**config.mk**
```make
export PLATFORM = sky130hd
export DESIGN_NAME = c128_bus_arbiter
export DESIGN_NICKNAME = d
export VERILOG_FILES = /design/src/rtl/c128_bus_pkg.sv /design/src/rtl/bus_stop_timer.sv /design/src/rtl/c128_bus_arbiter.sv
export SDC_FILE = /design/constraint.sdc
export NUM_CORES = 1
export LEC_CHECK = 0
export BUFFER_PORTS_ARGS = -buffer_cell sky130_fd_sc_hd__clkbuf_2
export CORE_MARGIN = 4
export CORE_UTILIZATION = 60
export CTS_BUF_LIST = sky130_fd_sc_hd__clkbuf_4 sky130_fd_sc_hd__clkbuf_8
export CTS_CLUSTER_SIZE = 8
export DETAILED_ROUTE_END_ITERATION = 10
export PLACE_DENSITY = 0.8
export SYNTH_ARGS = -nofsm -noshare
export SYNTH_HDL_FRONTEND = slang
export SYNTH_SLANG_ARGS = --single-unit
```
**constraint.sdc**
```tcl
create_clock -name clk -period 2.1 [get_ports clk]
set_input_delay 0.21 -clock clk [delete_from_list [all_inputs] [get_ports clk]]
set_output_delay 0.21 -clock clk [all_outputs]
set_load 0.005 [all_outputs]
```
**src/rtl/c128_bus_pkg.sv**
```systemverilog
// rtl/c128_bus_pkg.sv - shared states, owner encodings and parameter ranges for the bus arbiter
package c128_bus_pkg;

    typedef enum logic [2:0] {
        ST_Z80_RUN  = 3'd0,
        ST_Z80_STOP = 3'd1,
        ST_M85_RUN  = 3'd2,
        ST_M85_STOP = 3'd3,
        ST_HANDOFF  = 3'd4,
        ST_VIC_OWN  = 3'd5
    } bus_state_t;

    typedef enum logic {
        CPU_Z80  = 1'b0,
        CPU_8502 = 1'b1
    } cpu_t;

    localparam logic [1:0] OWN_NONE = 2'b00;
    localparam logic [1:0] OWN_Z80  = 2'b01;
    localparam logic [1:0] OWN_8502 = 2'b10;
    localparam logic [1:0] OWN_VIC  = 2'b11;

    localparam int DEAD_CYCLES_MIN  = 1;
    localparam int DEAD_CYCLES_MAX  = 15;
    localparam int STOP_TIMEOUT_MIN = 1;
    localparam int STOP_TIMEOUT_MAX = 255;

    localparam int TIMER_W = 8;

endpackage

```
**src/rtl/bus_stop_timer.sv**
```systemverilog
// rtl/bus_stop_timer.sv - loadable down-counter with a done flag at zero
module bus_stop_timer #(
    parameter int WIDTH = 8
) (
    input  logic             clk,
    input  logic             reset_in,
    input  logic             load,
    input  logic [WIDTH-1:0] load_value,
    input  logic             dec,
    output logic             done
);

    logic [WIDTH-1:0] count;

    // Load wins over decrement; the count parks at zero instead of wrapping.
    always_ff @(posedge clk) begin
        if (reset_in) begin
            count <= '0;
        end else if (load) begin
            count <= load_value;
        end else if (dec && (count != '0)) begin
            count <= count - 1'b1;
        end
    end

    assign done = (count == '0);

endmodule

```
**src/rtl/c128_bus_arbiter.sv**
```systemverilog
// rtl/c128_bus_arbiter.sv - Z80 / 8502 / VIC DMA bus ownership sequencer
module c128_bus_arbiter
    import c128_bus_pkg::*;
#(
    parameter int DEAD_CYCLES  = 2,
    parameter int STOP_TIMEOUT = 255
) (
    input  logic       clk,
    input  logic       reset_in,
    input  logic       cpu_sel,
    input  logic       z80_busack,
    input  logic       m85_rw,
    input  logic       vic_req,
    output logic       z80_busreq,
    output logic       m85_rdy,
    output logic       vic_grant,
    output logic [1:0] owner,
    output logic       busy,
    output logic       err
);

    // Out-of-range parameters are clamped so the counters always see a legal load.
    localparam int DEAD_EFF = (DEAD_CYCLES < DEAD_CYCLES_MIN) ? DEAD_CYCLES_MIN :
                              (DEAD_CYCLES > DEAD_CYCLES_MAX) ? DEAD_CYCLES_MAX : DEAD_CYCLES;
    localparam int STOP_EFF = (STOP_TIMEOUT < STOP_TIMEOUT_MIN) ? STOP_TIMEOUT_MIN :
                              (STOP_TIMEOUT > STOP_TIMEOUT_MAX) ? STOP_TIMEOUT_MAX : STOP_TIMEOUT;

    // HANDOFF spends one entry cycle plus DEAD_EFF counted cycles; the stop timer
    // fires at the edge closing the STOP_EFF-th stop cycle.
    localparam logic [TIMER_W-1:0] DEAD_LOAD = TIMER_W'(DEAD_EFF);
    localparam logic [TIMER_W-1:0] STOP_LOAD = TIMER_W'(STOP_EFF - 1);

    bus_state_t state_q, state_d;
    cpu_t       resume_q, resume_d;
    cpu_t       target;
    logic       z80_busreq_d, m85_rdy_d, vic_grant_d, busy_d, err_d;
    logic [1:0] owner_d;
    logic       stop_load, stop_dec, stop_done;
    logic       dead_load, dead_dec, dead_done;

    bus_stop_timer #(.WIDTH(TIMER_W)) u_stop_timer (
        .clk        (clk),
        .reset_in   (reset_in),
        .load       (stop_load),
        .load_value (STOP_LOAD),
        .dec        (stop_dec),
        .done       (stop_done)
    );

    bus_stop_timer #(.WIDTH(TIMER_W)) u_dead_timer (
        .clk        (clk),
        .reset_in   (reset_in),
        .load       (dead_load),
        .load_value (DEAD_LOAD),
        .dec        (dead_dec),
        .done       (dead_done)
    );

    // Exit target: the remembered CPU if the MMU still selects it, otherwise the latest selection.
    assign target = (resume_q == cpu_t'(cpu_sel)) ? resume_q : cpu_t'(cpu_sel);

    // Next-state and next-output logic; every output is registered from these values.
    always_comb begin
        state_d      = state_q;
        resume_d     = resume_q;
        z80_busreq_d = z80_busreq;
        m85_rdy_d    = m85_rdy;
        vic_grant_d  = vic_grant;
        owner_d      = owner;
        busy_d       = busy;
        err_d        = err;
        stop_load    = 1'b0;
        stop_dec     = 1'b0;
        dead_load    = 1'b0;
        dead_dec     = 1'b0;

        case (state_q)
            ST_Z80_RUN: begin
                if (vic_req || cpu_sel) begin
                    state_d      = ST_Z80_STOP;
                    resume_d     = vic_req ? CPU_Z80 : CPU_8502;
                    z80_busreq_d = 1'b1;
                    busy_d       = 1'b1;
                    stop_load    = 1'b1;
                end
            end
            ST_Z80_STOP: begin
                if (z80_busack || stop_done) begin
                    err_d     = err | ~z80_busack;
                    state_d   = ST_HANDOFF;
                    owner_d   = OWN_NONE;
                    dead_load = 1'b1;
                end else begin
                    stop_dec = 1'b1;
                end
            end
            ST_M85_RUN: begin
                if (vic_req || !cpu_sel) begin
                    state_d   = ST_M85_STOP;
                    resume_d  = vic_req ? CPU_8502 : CPU_Z80;
                    m85_rdy_d = 1'b0;
                    busy_d    = 1'b1;
                    stop_load = 1'b1;
                end
            end
            ST_M85_STOP: begin
                // RDY only halts the 8502 on a read cycle, so writes must be waited out.
                if (m85_rw || stop_done) begin
                    err_d     = err | ~m85_rw;
                    state_d   = ST_HANDOFF;
                    owner_d   = OWN_NONE;
                    dead_load = 1'b1;
                end else begin
                    stop_dec = 1'b1;
                end
            end
            ST_HANDOFF: begin
                if (!dead_done) begin
                    dead_dec = 1'b1;
                end else if (vic_req) begin
                    state_d     = ST_VIC_OWN;
                    vic_grant_d = 1'b1;
                    owner_d     = OWN_VIC;
                end else if (target == CPU_Z80) begin
                    state_d      = ST_Z80_RUN;
                    z80_busreq_d = 1'b0;
                    owner_d      = OWN_Z80;
                    busy_d       = 1'b0;
                end else begin
                    state_d   = ST_M85_RUN;
                    m85_rdy_d = 1'b1;
                    owner_d   = OWN_8502;
                    busy_d    = 1'b0;
                end
            end
            ST_VIC_OWN: begin
                if (!vic_req) begin
                    state_d     = ST_HANDOFF;
                    vic_grant_d = 1'b0;
                    owner_d     = OWN_NONE;
                    dead_load   = 1'b1;
                end
            end
            default: begin
                state_d = ST_Z80_RUN;
            end
        endcase
    end

    // State, resume target and output registers.
    always_ff @(posedge clk) begin
        if (reset_in) begin
            state_q    <= ST_Z80_RUN;
            resume_q   <= CPU_Z80;
            z80_busreq <= 1'b0;
            m85_rdy    <= 1'b0;
            vic_grant  <= 1'b0;
            owner      <= OWN_Z80;
            busy       <= 1'b0;
            err        <= 1'b0;
        end else begin
            state_q    <= state_d;
            resume_q   <= resume_d;
            z80_busreq <= z80_busreq_d;
            m85_rdy    <= m85_rdy_d;
            vic_grant  <= vic_grant_d;
            owner      <= owner_d;
            busy       <= busy_d;
            err        <= err_d;
        end
    end

endmodule

```
==> reports/summary.md <==
STA puts the critical path data required time at 2330 ps. After synthesis, the cell types taking the most area are dfxtp_1 37%, xor2_1 6.2%, a21oi_1 5.3%. The total count of hold-check failures in the final report was 0. During synthesis, Yosys emitted a total of 0 warnings.

The tools report the critical hold path startpoint as cpu_sel. Global routing finished with a remaining overflow of 0. Category of the worst setup path launch point: a register. The fill cell instance count of the final layout was 192; the count of hold-fix buffers inserted at cts was 0. The count of state elements after synthesis is 26. The run gives 0.596 nW as the leakage power figure. The first global-routing pass estimated 4.90 mm of wire. The number of standard cells in the final layout excluding fillers came out at 211. Walking the worst path, the cells encountered are or4_1, or3_4, and2_2, xnor2_1, a211oi_1. At the pin with the least slew margin, the transition time is 515 ps. The layout overhead on the synthesized area is 8.91%, and the remaining max-slew budget at the tightest pin is 65.4%. In this run, CTS created clock tree buffers numbering 3. During I/O placement, the number of pins put on the boundary was 13. The starting DRC count in detailed routing is 45, and the die outline area is 3210 sq um.

For the number of pins exceeding their max-slew limit in the final report, the log shows 0. After synthesis, the most frequently instantiated cells are 26 x dfxtp_1, 15 x a21oi_1, 15 x nor2_1. For the number of max-cap violations, the log shows 0. The number of nets in the synthesized netlist is 177. Among all cell types in the netlist, the one instantiated most often is dfxtp_1.

The number of buffers and inverters on the critical path is 0. Clock-pin slew was measured on the worst setup and hold paths at 130 ps. Number of instances on the worst hold path: 3. TritonCTS built the clock tree.

Of the total power, the clock network draws 13.2%. The run gives 0.589 mW as the power dissipated by switching net loads. Net switching is 38.0% of the power. The run gives 3.69 ps as the post-route clock skew. The cell with the largest stage delay on the worst path was or4_1. The total negative setup slack is 0 ps, and the number of nets in the finished design is 195.

The area fraction of the dominant cell type after synthesis is 36.7%. The number of standard cells after synthesis came out at 167. Setup repair after global routing left no endpoint under its margin. The total global routing track utilization was 19.1%; the count of buffers inserted at the top-level ports was 12. Along the worst path, the maximum fanout reaches 8. The tools report the initial antenna violation count as 0.

In this run the worst setup path begins at u_stop_timer.count[2]. Measured along the x axis, the die boundary spans 56.6 um. The gate family responsible for the most delay along the worst path is simple AND/OR/NAND/NOR gates. The tools report the kind of end point of the critical path as a register. Of the total power, registers draw 43.1%. In this run the clock root is driven by a clkbuf_4.

Level count of the clock H-tree: 1. The startpoint identified for the worst register-to-register timing path is u_stop_timer.count[2]. 0 antenna diodes ended up in the layout. For the clock sink count, the log shows 26. The post-route fraction of the period consumed by the critical path is 95.2%, and the latest clock arrival within the worst-skew pair is 310 ps. After detailed routing, the number of remaining DRC violations is 0. The async set-reset flop share out of synthesis works out to 0%. The count of nets left with antenna violations once routing finished came out at 0. The routed wire length per instance works out to 13.8 um.

The run gives 0.960 mW as the internal power contribution. The run finished with clean final reports. In this run the standard cell core region covers 2230 sq um. The pre-antenna-repair detailed-routing pass consisted of 4 iterations. The initial core utilization came out at 63.5%. By startpoint and endpoint, the worst setup path is classified as reg2reg. Of the cells placed in the final design, the portion with a size suffix greater than 1 is 19.1%.

The buffer depth of the longest clock path came out at 2. The routed layout has 1217 vias. In the routed layout, each cell is associated on average with a via count of 5.77.

On the worst path, the slowest cell contributes a delay of 570 ps. The type of the tightest min-delay check is in2reg. Yosys mapped a number of flops with a built-in enable equal to 0. The final layout contains routed wiring with a total length of 2.91 mm. The time the final worst path needs with I/O delays and setup is 2000 ps, and the pin count of the biggest net entering global routing is 28. The biggest area consumer among synthesized cells is dfxtp_1.

Part of the Yosys area used for sequential elements: 36.7%. The tools report the routability congestion estimate from global placement as 0.799. The floorplan step set the die height to 56.6 um. The setup-violating endpoint count in the final report was 0; the fraction of power consumed by combinational cells was 43.7%.

The logs give 47 for the count of cell types in the netlist and 69.2% for the core utilization of the finished layout. The worst reg-to-reg path cell count is 5, and the number of cells after detailed placement is 205. The tools report the worst voltage drop across the vdd grid as 0.734 mV. The critical path crosses 5 cells after its start point. Based on the critical path, the design can be clocked at up to 500 MHz. The mapped cell area was 1420 sq um; the synthesized area per cell was 8.50 sq um. For the post-detailed-placement half-perimeter wirelength, the log shows 2.11 mm. The dominant synthesized flop cell was dfxtp_1.

Data arrival at the endpoint of the critical path: 2230 ps. The via count of the first global-routing pass is 1087, and the number of standard-cell rows in the floorplan is 17. The areal power density over the cells works out to 1000 nW/um^2.
-- state kept, by name, summed over array words and instances, names as in the netlist --
register            count
z80_busreq              1
busy                    1
vic_grant               1
state_q                 3
u_dead_timer.count      8
m85_rdy                 1
u_stop_timer.count      8
owner                   2
err                     1
-- layout make-up --
class	count	area, sq um	area share (%)
Clock buffer	3	22.5	1.46
Timing Repair Buffer	21	138	8.91
Tap cell	28	35.0	2.27
Multi-Input combinational cell	124	796	51.5
Inverter	9	33.8	2.19
Sequential cell	26	520	33.7
-- layer usage --
layer | global-route usage, % | wire length (um)
met1 | 24.9 | 1360
met2 | 32.7 | 1440
met3 | 2.07 | 98
met4 | 6.10 | 17
met5 | 0 | 0
-- repair_timing --
action                                  in CTS  in global routing
endpoints found under the hold margin        0                  0
endpoints found under the setup margin       0                  3
setup buffers                                0                  3
resized for setup                            0                  1
-- layout by cell type (no fill, tap or decap), types with 2 or more instances in the layout --
cell type,n
nor3_1,14
nor3b_1,2
nand2_1,13
nand4_1,3
ha_1,4
a21oi_1,15
a211oi_1,2
nand4b_1,3
o21ai_0,7
nand3_1,4
clkbuf_4,3
buf_4,7
inv_1,8
dfxtp_1,26
clkbuf_2,13
xnor2_1,4
nand2b_1,4
xor2_1,10
nor2_1,15
-- through the flow --
step | area [sq um] | worst slack [ps] | power [mW] | hold slack, ps
finish | 1550 | 101 | 1.55 | 314
global route | 1550 | 38.4 | 1.68 | 306
CTS | 1510 | 10.0 | 1.51 | 311
detailed placement | 1490 | 35.9 | 1.30 | 444
global placement | 1490 | 111 | 1.28 | 427
floorplan | 1420 | 192 | 1.14 | 426
-- cells by family after synthesis --
kind of cell | synth area share (%)
XOR/XNOR | 8.64
buffers and inverters | 7.58
flip-flops | 36.7
adder cells (fa/ha/maj) | 3.53
multiplexers | 0.794
AO/OA/AOI/OAI | 16.9
AND/OR/NAND/NOR | 25.8
-- power groups by stage --
stage                     Sequential, mW  Clock [mW]  Combinational, mW
after CTS                          0.666       0.208              0.633
after floorplan                    0.665           0              0.479
after detailed placement           0.677           0              0.627
after global routing               0.681       0.233              0.764
after global placement             0.668           0              0.615
final                              0.668       0.204              0.678
-- final timing paths --
| kind | end | slack, ps |
|---|---|---|
| worst max-delay path | u_stop_timer.count[0] | 100 |
| worst min-delay path | z80_busreq | 310 |
| worst max register to register | u_stop_timer.count[0] | 100 |
| worst min register to register | m85_rdy | 460 |
-- worst register-to-register path: stages, from the launching register on --
cell	delay (ps)
dfxtp_1	370
or4_1	570
or3_4	450
and2_2	220
xnor2_1	120
a211oi_1	190
Note: power is estimated with default switching activity, not from simulation.
